==> config.mk <==
export PLATFORM = sky130hd
export DESIGN_NAME = coin_intake
export DESIGN_NICKNAME = d
export VERILOG_FILES = /design/src/rtl/coin_intake.sv
export SDC_FILE = /design/constraint.sdc
export NUM_CORES = 1
export LEC_CHECK = 0
export BUFFER_PORTS_ARGS = -buffer_cell sky130_fd_sc_hd__buf_2
export CORE_ASPECT_RATIO = 2
export CORE_MARGIN = 3
export CORE_UTILIZATION = 45
export CTS_CLUSTER_SIZE = 10
export DETAILED_ROUTE_END_ITERATION = 16
export GPL_TIMING_DRIVEN = 0
export SLEW_MARGIN = 20
export SYNTH_ARGS = -nofsm -noshare
export SYNTH_HDL_FRONTEND = slang
export SYNTH_SLANG_ARGS = --single-unit
==> constraint.sdc <==
create_clock -name clock -period 4 [get_ports clock]
set_input_delay 0.2 -clock clock [delete_from_list [all_inputs] [get_ports clock]]
set_output_delay 0.2 -clock clock [all_outputs]
set_load 0.02 [all_outputs]
==> src/rtl/coin_intake.sv <==
// Coin sensor front end: two-flop sync, per-channel debounce, rising-edge coin events,
// and a small ordered queue that feeds single-cycle nickel/dime credit pulses.
module coin_intake #(
    parameter int DEBOUNCE_CYCLES = 4,
    parameter int QUEUE_DEPTH     = 4
) (
    input  logic                           clock,
    input  logic                           reset,
    input  logic                           nickel_raw,
    input  logic                           dime_raw,
    input  logic                           accept_en,
    output logic                           nickel_in,
    output logic                           dime_in,
    output logic                           coin_reject,
    output logic [$clog2(QUEUE_DEPTH):0]   queue_count,
    output logic                           queue_full
);

    localparam int PW = $clog2(QUEUE_DEPTH);
    localparam int CW = PW + 1;
    localparam int FW = CW + 1;
    localparam logic [7:0] DB_LAST = 8'(DEBOUNCE_CYCLES - 1);

    // Channel index 0 is the nickel, 1 is the dime.
    logic [1:0] raw;
    logic [1:0] sync_p0;
    logic [1:0] sync_p1;
    logic [1:0] level;
    logic [7:0] cnt [2];
    logic [1:0] ev;

    assign raw = {dime_raw, nickel_raw};

    // Stage p0/p1: synchroniser, then debounce against the accepted level
    always_ff @(posedge clock) begin
        if (reset) begin
            sync_p0 <= '0;
            sync_p1 <= '0;
            level   <= '0;
            for (int i = 0; i < 2; i++) cnt[i] <= '0;
        end else begin
            sync_p0 <= raw;
            sync_p1 <= sync_p0;
            for (int i = 0; i < 2; i++) begin
                if (sync_p1[i] == level[i]) begin
                    cnt[i] <= '0;
                end else if (cnt[i] == DB_LAST) begin
                    level[i] <= sync_p1[i];
                    cnt[i]   <= '0;
                end else begin
                    cnt[i] <= cnt[i] + 8'd1;
                end
            end
        end
    end

    // An event is flagged in the cycle the level is about to rise, so the push lands on that same edge.
    always_comb begin
        ev = '0;
        for (int i = 0; i < 2; i++)
            ev[i] = ~level[i] & sync_p1[i] & (cnt[i] == DB_LAST);
    end

    logic [QUEUE_DEPTH-1:0] mem;
    logic [PW-1:0]          rd_ptr;
    logic [PW-1:0]          wr_ptr;
    logic                   pop;
    logic [FW-1:0]          free_slots;
    logic                   push_n;
    logic                   push_d;
    logic                   reject;
    logic [CW-1:0]          count_next;

    always_comb begin
        pop        = accept_en && (queue_count != '0);
        free_slots = FW'(QUEUE_DEPTH) - {1'b0, queue_count} + FW'(pop);
        push_n     = ev[0] && (free_slots != '0);
        push_d     = ev[1] && (free_slots > (push_n ? FW'(1) : FW'(0)));
        reject     = (ev[0] && !push_n) || (ev[1] && !push_d);
        count_next = queue_count + CW'(push_n) + CW'(push_d) - CW'(pop);
    end

    // Stage p2: queue pointers, occupancy and registered credit/reject pulses
    always_ff @(posedge clock) begin
        if (reset) begin
            rd_ptr      <= '0;
            wr_ptr      <= '0;
            queue_count <= '0;
            nickel_in   <= 1'b0;
            dime_in     <= 1'b0;
            coin_reject <= 1'b0;
        end else begin
            rd_ptr      <= rd_ptr + PW'(pop);
            wr_ptr      <= wr_ptr + PW'(push_n) + PW'(push_d);
            queue_count <= count_next;
            nickel_in   <= pop & ~mem[rd_ptr];
            dime_in     <= pop & mem[rd_ptr];
            coin_reject <= reject;
        end
    end

    // Coin-type storage is data only; stale entries are unreachable once the pointers clear.
    always_ff @(posedge clock) begin
        if (push_n) mem[wr_ptr] <= 1'b0;
        if (push_d) mem[wr_ptr + PW'(push_n)] <= 1'b1;
    end

    assign queue_full = (queue_count == CW'(QUEUE_DEPTH));

endmodule

==> flow_summary.yaml, run 1 <==
power_and_ir_drop:
  p_per_area_nw_per_um2: 449
  ir_drop_mv: 0.325
  post-layout-total-power_mw: 0.909
  power.static_leakage_nw: 0.814
sta:
  timing.hold.ws_ns: 0.120
  fin_crit_ns: 3.67
  report.final.hold_viol_count: 0
  setup_total_negative_slack_ns: 0
  setup_viol: 0
  drv_slew: 0
  timing.final.crit_share_pct: 91.8
  timing.max_slew.rel_slack_pct: 51.3
  finalClockSkew_ns: 0.00515
  timing_worst_slew_pin_value_ns: 0.720
  maximum_achievable_frequency_mhz: 272
  rsz0062_at_grt: "false"
place:
  postPlaceCellArea_um2: 1940
  port-buffer-count: 10
  dpl.cell_count: 237
  globalplace.congestion: 0.697
  dp.final_hpwl_um: 2340
setup_path:
  crit_required_ns: 4.16
  r2r_setup_slack_ns: 0.33
  r2r_end: "queue_count[1]"
  timing.critical_path.arrival_ns: 3.83
  critical_path_class: "flop to flop"
  critPathLaunchType: "flop"
  startpoint_of_the_worst_slack_reg_to_reg_timing_path: "queue_count[2]"
  r2r_depth: 12
  crit_path_end_kind: "flop"
  critical_path_peak_fanout: 6
drt:
  drt_first_iter_violations: 20
  dr.pass1.iters: 4
  antenna_violating_nets_post_route: 0
  dr_total_vias: 1225
  wirelength_um: 3130
  post_drt_wl_per_cell_um: 12.8
  route.detailed.vias_per_inst: 5.00
  drcViolationCount: 0
outcome:
  outcome: "finished, final reports clean"
clock_network:
  cts_max_path_buffers: 2
  post-cts-setup-buffer-count: 0
  clk_transition_reported_paths_ns: 0.07
  hold_buffers: 0
  ctsRootBufferMaster: "sky130_fd_sc_hd__clkbuf_8"
  cts_tree: "built"
  clkLatencyLatePin_ns: 0.29
  cts-buffers-inserted: 5
  post_cts_resized: 0
  maximum_level_of_the_cts_h_tree: 2
  clkSinkCount: 36
hold_path:
  min_to: "sync_p0[0]"
  worstHoldStart: "nickel_raw"
  count_of_cells_along_the_worst_hold_path: 2
  hold_class: "input pin to flop"
floorplan:
  core_area_um2: 3720
  num_io_pins: 12
  die_width_um: 50.4
  chipHeight_um: 94.8
  die-area_um2: 4780
  num_rows: 31
  initial_utilization_pct: 47.6
cells_and_area:
  syn2layout_area_growth_pct: 14.0
  diodes: 0
  finalNetCount: 212
  finalNonFillerCells: 245
  layout.cell_area.non_filler_um2: 2020
  multi_input_comb_area_um2: 897
  share_of_layout_cells_above_drive_strength_1_pct: 9.69
  filler_cell_count: 362
  area_of_all_sequential_standard_cells_um2: 881
flow_run:
  max_cap_viol_count: 0
global_route:
  antenna_found_initial: 0
  grt_pass1_vias: 1305
  grt_start_max_net_pins: 11
  grt_remaining_overflow: 0
  global_router_s_overall_resource_usage_pct: 15.2
  grt_first_pass_wirelength_um: 5380
logic_synthesis:
  synth.lib_cells_used.distinct: 41
  synth.ff_latch_count: 36
  post_synth_inst_count: 163
  yosys_warning_total: 0
  summed_instance_area_of_the_synthesized_netlist_um2: 1770
  yosysSeqAreaShare_pct: 49.6
  syn_area_per_cell_um2: 10.9
==> sequential cells by signal, summed over array words and instances, names as in the netlist <==
name / flops
mem: 4
sync_p0: 2
dime_in: 1
cnt: 16
wr_ptr: 2
rd_ptr: 2
nickel_in: 1
sync_p1: 2
queue_count: 3
coin_reject: 1
level: 2
==> kinds of logic (layout without fill, tap and decap cells) <==
| group | after synthesis | count (layout) | share of synthesized area [%] |
|---|---|---|---|
| fa+ha+maj | 12 | 12 | 9.31 |
| simple gates | 65 | 65 | 20.2 |
| buf+inv | 14 | 32 | 2.96 |
| xor+xnor | 18 | 18 | 8.89 |
| other cells | 1 | 16 | 0.211 |
| mux | 2 | 2 | 1.83 |
| flops | 36 | 36 | 49.6 |
| compound gates | 15 | 15 | 6.91 |
==> critical path: stages, from the launching register on <==
cell                      delay (ns)
sky130_fd_sc_hd__dfxtp_1        0.36
sky130_fd_sc_hd__o31ai_1        0.62
sky130_fd_sc_hd__ha_1           0.28
sky130_fd_sc_hd__inv_1          0.05
sky130_fd_sc_hd__ha_1           0.18
sky130_fd_sc_hd__and4b_1        0.20
sky130_fd_sc_hd__o21ai_0        0.47
sky130_fd_sc_hd__nand2_1        0.21
sky130_fd_sc_hd__xnor2_1        0.18
sky130_fd_sc_hd__fa_1           0.38
sky130_fd_sc_hd__inv_1          0.08
sky130_fd_sc_hd__fa_1           0.41
sky130_fd_sc_hd__nor2b_1        0.14
==> report_power, final <==
part | total, mW | switching, mW | internal (mW)
clock network | 0.244 | 0.123 | 0.121
registers | 0.443 | 0.0280 | 0.415
logic | 0.221 | 0.123 | 0.0986
==> cell usage after synthesis <==
| master | instances | area (um^2) |
|---|---|---|
| sky130_fd_sc_hd__nor2_1 | 23 | 86.3 |
| sky130_fd_sc_hd__dfxtp_1 | 20 | 400 |
| sky130_fd_sc_hd__edfxtp_1 | 16 | 480 |
| sky130_fd_sc_hd__inv_1 | 12 | 45.0 |
| sky130_fd_sc_hd__ha_1 | 10 | 125 |
| sky130_fd_sc_hd__xnor2_1 | 10 | 87.6 |
| sky130_fd_sc_hd__nor2b_1 | 9 | 56.3 |
| sky130_fd_sc_hd__xor2_1 | 8 | 70.1 |
| sky130_fd_sc_hd__and3_1 | 5 | 31.3 |
| sky130_fd_sc_hd__nand2_1 | 5 | 18.8 |
| sky130_fd_sc_hd__a32o_1 | 4 | 40.0 |
| sky130_fd_sc_hd__nand3_1 | 4 | 20.0 |
| sky130_fd_sc_hd__nand4_1 | 3 | 18.8 |
| sky130_fd_sc_hd__nor3_1 | 3 | 15.0 |
| sky130_fd_sc_hd__clkbuf_1 | 2 | 7.51 |
| sky130_fd_sc_hd__fa_1 | 2 | 40.0 |
| sky130_fd_sc_hd__nand4b_1 | 2 | 17.5 |
| sky130_fd_sc_hd__o21ai_0 | 2 | 10.0 |
| sky130_fd_sc_hd__a211o_1 | 1 | 8.76 |
| sky130_fd_sc_hd__a211oi_1 | 1 | 7.51 |
| sky130_fd_sc_hd__a21oi_1 | 1 | 5.00 |
| sky130_fd_sc_hd__a31oi_1 | 1 | 6.26 |
| sky130_fd_sc_hd__and2_1 | 1 | 6.26 |
| sky130_fd_sc_hd__and4_1 | 1 | 8.76 |
| sky130_fd_sc_hd__and4b_1 | 1 | 10.0 |
| sky130_fd_sc_hd__conb_1 | 1 | 3.75 |
| sky130_fd_sc_hd__mux2i_1 | 1 | 10.0 |
| sky130_fd_sc_hd__mux4_2 | 1 | 22.5 |
| sky130_fd_sc_hd__nand4bb_1 | 1 | 11.3 |
| sky130_fd_sc_hd__nor2_2 | 1 | 6.26 |
| sky130_fd_sc_hd__nor3b_1 | 1 | 7.51 |
| sky130_fd_sc_hd__nor4_1 | 1 | 6.26 |
| sky130_fd_sc_hd__nor4b_1 | 1 | 8.76 |
| sky130_fd_sc_hd__o21a_4 | 1 | 15.0 |
| sky130_fd_sc_hd__o21ai_1 | 1 | 5.00 |
| sky130_fd_sc_hd__o21ba_1 | 1 | 10.0 |
| sky130_fd_sc_hd__o21bai_1 | 1 | 7.51 |
| sky130_fd_sc_hd__o31ai_1 | 1 | 7.51 |
| sky130_fd_sc_hd__or3_1 | 1 | 6.26 |
| sky130_fd_sc_hd__or4b_1 | 1 | 10.0 |
| sky130_fd_sc_hd__or4b_4 | 1 | 13.8 |
==> per-stage QoR <==
step | util (%) | worst slack [ns]
floorplan | - | 0.713
global placement | 52.2 | 0.462
CTS | 54.3 | 0.317
detailed placement | 52.2 | 0.340
finish | 54.3 | 0.327
global route | 54.3 | 0.0777
==> layout make-up <==
| cell class | instances | share of cell area [%] |
|---|---|---|
| multi-input combinational | 128 | 44.4 |
| sequential | 36 | 43.6 |
| clock buffer | 7 | 3.77 |
| tap | 49 | 3.03 |
| timing repair buffer | 10 | 2.48 |
| inverter | 12 | 2.23 |
| buffer | 2 | 0.371 |
| clock inverter | 1 | 0.186 |
==> cell usage in the layout (no fill, tap or decap), types with 8 or more instances in the layout <==
cell type and count:
sky130_fd_sc_hd__nor2_1 23, sky130_fd_sc_hd__dfxtp_1 20, sky130_fd_sc_hd__edfxtp_1 16, sky130_fd_sc_hd__conb_1 16, sky130_fd_sc_hd__inv_1 12, sky130_fd_sc_hd__xnor2_1 10
sky130_fd_sc_hd__ha_1 10, sky130_fd_sc_hd__buf_2 10, sky130_fd_sc_hd__nor2b_1 9, sky130_fd_sc_hd__xor2_1 8
==> routing by layer <==
metal,GRT usage (%),up-vias,share of wire [%]
met5,0,-,0
li1,-,620,-
met1,14.0,581,37
met2,28.4,16,56
met3,4.27,8,3.4
met4,9.21,0,3.1
==> how the worst max path moves through the flow <==
stage	start	endpoint	cells after the start
3_5_place_dp	queue_count[2]	queue_count[1]	12
6_report	queue_count[2]	queue_count[1]	12
2_1_floorplan	queue_count[2]	queue_count[1]	12
4_1_cts	queue_count[2]	queue_count[1]	12
5_1_grt	queue_count[2]	queue_count[1]	12
3_3_place_gp	queue_count[2]	queue_count[1]	12
Power figures use the tool's default switching activity.
==> run 2: changes to the inputs <==
CORE_MARGIN = 4   (was 3)
RECOVER_POWER = 25   (was not set)
==> run 2 against run 1 <==
Non-clock buffer count is the same. Worst hold slack gained 0.011 ns. Combinational power barely moved. Clock power up 7%. Largest cell class unchanged. Largest power group unchanged.
==> flow_summary.yaml, run 2 (synthesized netlist as in run 1, its figures left out) <==
setup_path:
  crit_path_end_kind: "flop"
  critical_path_cell_count: 12
  critical_path_class: "flop to flop"
  critPathLaunchType: "flop"
  critical_path_buf_inv_count: 2
  critical_path.max_stage_delay_ns: 0.60
  timing.critical_path.arrival_ns: 3.80
  timing.critical_path.slowest_stage_cell: "sky130_fd_sc_hd__o31ai_1"
  worst_path_dominant_cell_family: "adder cells"
  r2r_depth: 12
  crit_required_ns: 4.16
  critical_path_peak_fanout: 6
  critical_path.cell_chain: "o31ai_1 > ha_1 > inv_1 > ha_1 > and4b_1 > o21ai_0 > nand2_1 > xnor2_1 > fa_1 > inv_1 > fa_1 > nor2b_1"
cells_and_area:
  filler_cell_count: 396
  multi_input_comb_area_um2: 897
  finalNetCount: 212
  area_of_all_sequential_standard_cells_um2: 881
  leading_cell_type_in_the_layout_fill_and_taps_excluded: "sky130_fd_sc_hd__nor2_1"
  top_register: "cnt"
  top_regs: "cnt: 16 flops, mem: 4 flops, queue_count: 3 flops"
  largest_register_ffs: 16
  final_cell_mix: "23 x sky130_fd_sc_hd__nor2_1, 20 x sky130_fd_sc_hd__dfxtp_1, 16 x sky130_fd_sc_hd__edfxtp_1, 16 x sky130_fd_sc_hd__conb_1, 12 x sky130_fd_sc_hd__inv_1"
  syn2layout_area_growth_pct: 14.2
  share_of_layout_cells_above_drive_strength_1_pct: 7.14
  diodes: 0
sta:
  report.final.hold_viol_count: 0
  finalClockSkew_ns: 0.00715
  timing.hold.ws_ns: 0.131
  timing.max_slew.rel_slack_pct: 53.1
  maximum_achievable_frequency_mhz: 275
  setup_slack_ns: 0.361
  setup_viol: 0
  rsz0062_at_grt: "false"
  drv_slew: 0
  setup_total_negative_slack_ns: 0
  timing_worst_slew_pin_value_ns: 0.694
  timing.final.crit_share_pct: 91.0
  fin_crit_ns: 3.64
floorplan:
  core_area_um2: 3840
  die_width_um: 52.4
  die-area_um2: 5070
  num_rows: 32
  num_io_pins: 12
  initial_utilization_pct: 46.2
  chipHeight_um: 96.8
power_and_ir_drop:
  post-layout-total-power_mw: 0.922
  ir_drop_mv: 0.297
  power.static_leakage_nw: 0.795
  p_per_area_nw_per_um2: 455
hold_path:
  count_of_cells_along_the_worst_hold_path: 2
  hold_class: "input pin to flop"
drt:
  drt_first_iter_violations: 11
  route.detailed.vias_per_inst: 4.96
  dr.pass1.iters: 4
  antenna_violating_nets_post_route: 0
  wirelength_um: 3030
  dr_total_vias: 1224
  post_drt_wl_per_cell_um: 12.3
  drcViolationCount: 0
global_route:
  grt_pass1_vias: 1280
  grt_remaining_overflow: 0
  grt_first_pass_wirelength_um: 5330
  grt_start_max_net_pins: 12
  global_router_s_overall_resource_usage_pct: 13.9
  antenna_found_initial: 0
clock_network:
  post-cts-setup-buffer-count: 0
  cts_tree: "built"
  cts-buffers-inserted: 5
  post_cts_resized: 0
  maximum_level_of_the_cts_h_tree: 2
  clk_transition_reported_paths_ns: 0.07
  cts_max_path_buffers: 2
  clkSinkCount: 36
  ctsRootBufferMaster: "sky130_fd_sc_hd__clkbuf_8"
  hold_buffers: 0
  clkLatencyLatePin_ns: 0.29
place:
  dp.final_hpwl_um: 2370
  post-place-ws_ns: 0.349
  globalplace.congestion: 0.677
  port-buffer-count: 10
outcome:
  outcome: "finished, final reports clean"
flow_run:
  max_cap_viol_count: 0
-- run 2: final timing paths --
check / startpoint / end / slack (ns)
setup / recovery: queue_count[2] / queue_count[1] / 0.36
hold / removal: dime_raw / sync_p0[1] / 0.13
setup reg to reg: queue_count[2] / queue_count[1] / 0.36
hold reg to reg: sync_p0[0] / sync_p1[0] / 0.43
-- run 2: worst reg2reg max path, delay by kind of cell (launching register included) --
kind | cells | cell delay (ns)
simple gates | 3 | 0.54
flops | 1 | 0.36
fa+ha+maj | 4 | 1.26
buf+inv | 2 | 0.13
compound gates | 2 | 1.06
xor+xnor | 1 | 0.17
-- run 2: through the flow --
| step | utilization [%] | area (um^2) | std cells |
|---|---|---|---|
| 3_5_place_dp | 50.6 | 1940 | 239 |
| 5_1_grt | 52.7 | 2030 | 247 |
| 2_1_floorplan | - | 1830 | 178 |
| 3_3_place_gp | 50.6 | 1940 | 239 |
| 6_report | 52.7 | 2030 | 247 |
| 4_1_cts | 52.9 | 2030 | 247 |
-- run 2: power by group --
part,internal [mW],leakage (nW),total (mW),switching (mW)
clock network,0.138,0.0459,0.260,0.123
logic,0.0956,0.421,0.220,0.124
registers,0.415,0.328,0.442,0.0272
total,0.649,0.795,0.922,0.274
-- run 2: per-layer routing --
metal,track usage [%],wire [um],part of all wire [%],vias up
met5,0,0,0,-
met4,7.48,80,2.6,0
met3,3.85,74,2.4,7
met2,24.6,1760,58,13
met1,13.6,1110,37,582
li1,-,-,-,622
-- run 2: cell type report --
| class | count | area share (%) |
|---|---|---|
| clock inverters | 1 | 0.185 |
| multi-input cells | 128 | 44.3 |
| flip-flops and latches | 36 | 43.5 |
| clock buffers | 7 | 4.26 |
| repair buffers | 10 | 2.10 |
| inverters | 12 | 2.22 |
| well taps | 51 | 3.15 |
| plain buffers | 2 | 0.370 |
==> run 3: changes to the inputs <==
CAP_MARGIN = 20   (was not set)
CTS_BUF_LIST = sky130_fd_sc_hd__clkbuf_4 sky130_fd_sc_hd__clkbuf_8   (was not set)
clock period = 3.8 ns   (was 4 ns; I/O delays follow)
==> run 3 against run 2 <==
Register-to-register slack lost 0.02 ns. Power rose by 6.6%. Cell count unchanged. Clock power grew 8.8%. Design area up 0.49%. Sequential share of layout area is 0.21 points lower.
==> flow_summary.yaml, run 3 (synthesized netlist as in run 1, its figures left out) <==
drt:
  dr_total_vias: 1216
  route.detailed.vias_per_inst: 4.92
  wirelength_um: 3030
  dr.pass1.iters: 3
  drcViolationCount: 0
  antenna_violating_nets_post_route: 0
  drt_first_iter_violations: 10
  post_drt_wl_per_cell_um: 12.3
cells_and_area:
  top_register: "cnt"
  diodes: 0
  finalNetCount: 212
  largest_register_ffs: 16
  top_regs: "cnt: 16 flops, mem: 4 flops, queue_count: 3 flops"
  layout.core_utilization_pct: 53.0
  final_cell_mix: "23 x sky130_fd_sc_hd__nor2_1, 20 x sky130_fd_sc_hd__dfxtp_1, 16 x sky130_fd_sc_hd__edfxtp_1, 16 x sky130_fd_sc_hd__conb_1, 12 x sky130_fd_sc_hd__inv_1"
  layout.cell_area.non_filler_um2: 2040
  leading_cell_type_in_the_layout_fill_and_taps_excluded: "sky130_fd_sc_hd__nor2_1"
  share_of_layout_cells_above_drive_strength_1_pct: 8.67
  syn2layout_area_growth_pct: 14.8
global_route:
  gr-max-usage-layer: "met2"
  global_router_s_overall_resource_usage_pct: 13.9
  grt_use_met1_pct: 13.6
  globalRouteMet3Util_pct: 3.85
  grt_start_max_net_pins: 12
  grt_pass1_vias: 1280
  antenna_found_initial: 0
  use_met2_pct: 24.6
  grt_remaining_overflow: 0
  grt_first_pass_wirelength_um: 5330
floorplan:
  die_width_um: 52.4
  initial_utilization_pct: 46.2
  die-area_um2: 5070
  num_rows: 32
  core_area_um2: 3840
  num_io_pins: 12
  chipHeight_um: 96.8
hold_path:
  count_of_cells_along_the_worst_hold_path: 2
  hold_class: "input pin to flop"
  worstHoldStart: "dime_raw"
  min_to: "sync_p0[1]"
setup_path:
  crit_path_end_kind: "flop"
  critical_path_peak_fanout: 6
  critPathLaunchType: "flop"
  r2r_depth: 12
  timing.critical_path.arrival_ns: 3.61
  r2r_setup_slack_ns: 0.35
  startpoint_of_the_worst_slack_reg_to_reg_timing_path: "queue_count[2]"
  critical_path_class: "flop to flop"
  r2r_end: "queue_count[1]"
  crit_required_ns: 3.96
clock_network:
  clkSinkCount: 36
  post-cts-setup-buffer-count: 0
  cts-buffers-inserted: 5
  maximum_level_of_the_cts_h_tree: 2
  clk_transition_reported_paths_ns: 0.07
  cts_tree: "built"
  clkLatencyLatePin_ns: 0.29
  cts_max_path_buffers: 2
  ctsRootBufferMaster: "sky130_fd_sc_hd__clkbuf_8"
sta:
  timing_worst_slew_pin_value_ns: 0.694
  maximum_achievable_frequency_mhz: 289
  drv_slew: 0
  finalClockSkew_ns: 0.00941
  report.final.hold_viol_count: 0
  rsz0062_at_grt: "false"
  setup_total_negative_slack_ns: 0
  timing.final.crit_share_pct: 90.9
  fin_crit_ns: 3.45
  timing.max_slew.rel_slack_pct: 53.1
  setup_viol: 0
place:
  globalplace.congestion: 0.677
  dp.final_hpwl_um: 2370
  postPlaceCellArea_um2: 1940
  port-buffer-count: 10
power_and_ir_drop:
  power.static_leakage_nw: 0.802
  p_per_area_nw_per_um2: 483
  ir_drop_mv: 0.313
outcome:
  outcome: "finished, final reports clean"
flow_run:
  max_cap_viol_count: 0
run 3: changes by cell type in the layout (fill, tap and decap cells not counted), sizes merged:
cell	change
buf	+1
clkbuf	-1
run 3: layer usage:
layer / vias up / share of wire (%)
met5: - / 0
met4: 0 / 2.6
met3: 7 / 2.3
met2: 10 / 58
met1: 578 / 37
li1: 621 / -
run 3: where the power goes:
group / internal (mW) / switching [mW]
registers: 0.437 / 0.0304
logic: 0.103 / 0.130
clock network: 0.152 / 0.130
run 3: final cells by class:
class / count / area (um^2)
inverter: 12 / 45.0
multi-input combinational: 128 / 902
tap: 51 / 63.8
buffer: 2 / 7.51
fill: 394 / 1810
timing repair buffer: 10 / 43.8
clock buffer: 7 / 90.1
clock inverter: 1 / 3.75
sequential: 36 / 881
run 3: how the worst max path moves through the flow:
stage	start	end	slack, ns	depth (start not counted)
2_1_floorplan	queue_count[2]	queue_count[1]	0.51	12
4_1_cts	queue_count[2]	queue_count[1]	0.11	12
3_5_place_dp	queue_count[2]	queue_count[1]	0.15	12
6_report	queue_count[2]	queue_count[1]	0.35	12
5_1_grt	queue_count[2]	queue_count[1]	0.06	12
3_3_place_gp	queue_count[2]	queue_count[1]	0.27	12
run 3: timing repair:
item	in CTS	in global routing
hold buffers	0	0
resized for setup	0	1
setup endpoints to repair	0	2
run 3: worst max-delay path: stages (launching register included):
cell                      delay (ns)
sky130_fd_sc_hd__dfxtp_1        0.37
sky130_fd_sc_hd__o31ai_2        0.46
sky130_fd_sc_hd__ha_1           0.25
sky130_fd_sc_hd__inv_1          0.05
sky130_fd_sc_hd__ha_1           0.18
sky130_fd_sc_hd__and4b_1        0.20
sky130_fd_sc_hd__o21ai_0        0.46
sky130_fd_sc_hd__nand2_1        0.19
sky130_fd_sc_hd__xnor2_1        0.17
sky130_fd_sc_hd__fa_1           0.37
sky130_fd_sc_hd__inv_1          0.08
sky130_fd_sc_hd__fa_1           0.41
sky130_fd_sc_hd__nor2b_1        0.14
run 3: metrics by stage:
stage	cells	hold slack, ns	setup slack (ns)	power, mW
floorplan	178	0.318	0.513	0.649
global placement	239	0.413	0.269	0.703
detailed placement	239	0.417	0.149	0.711
CTS	247	0.120	0.111	0.999
global route	247	0.133	0.0611	1.04
finish	247	0.121	0.346	0.984
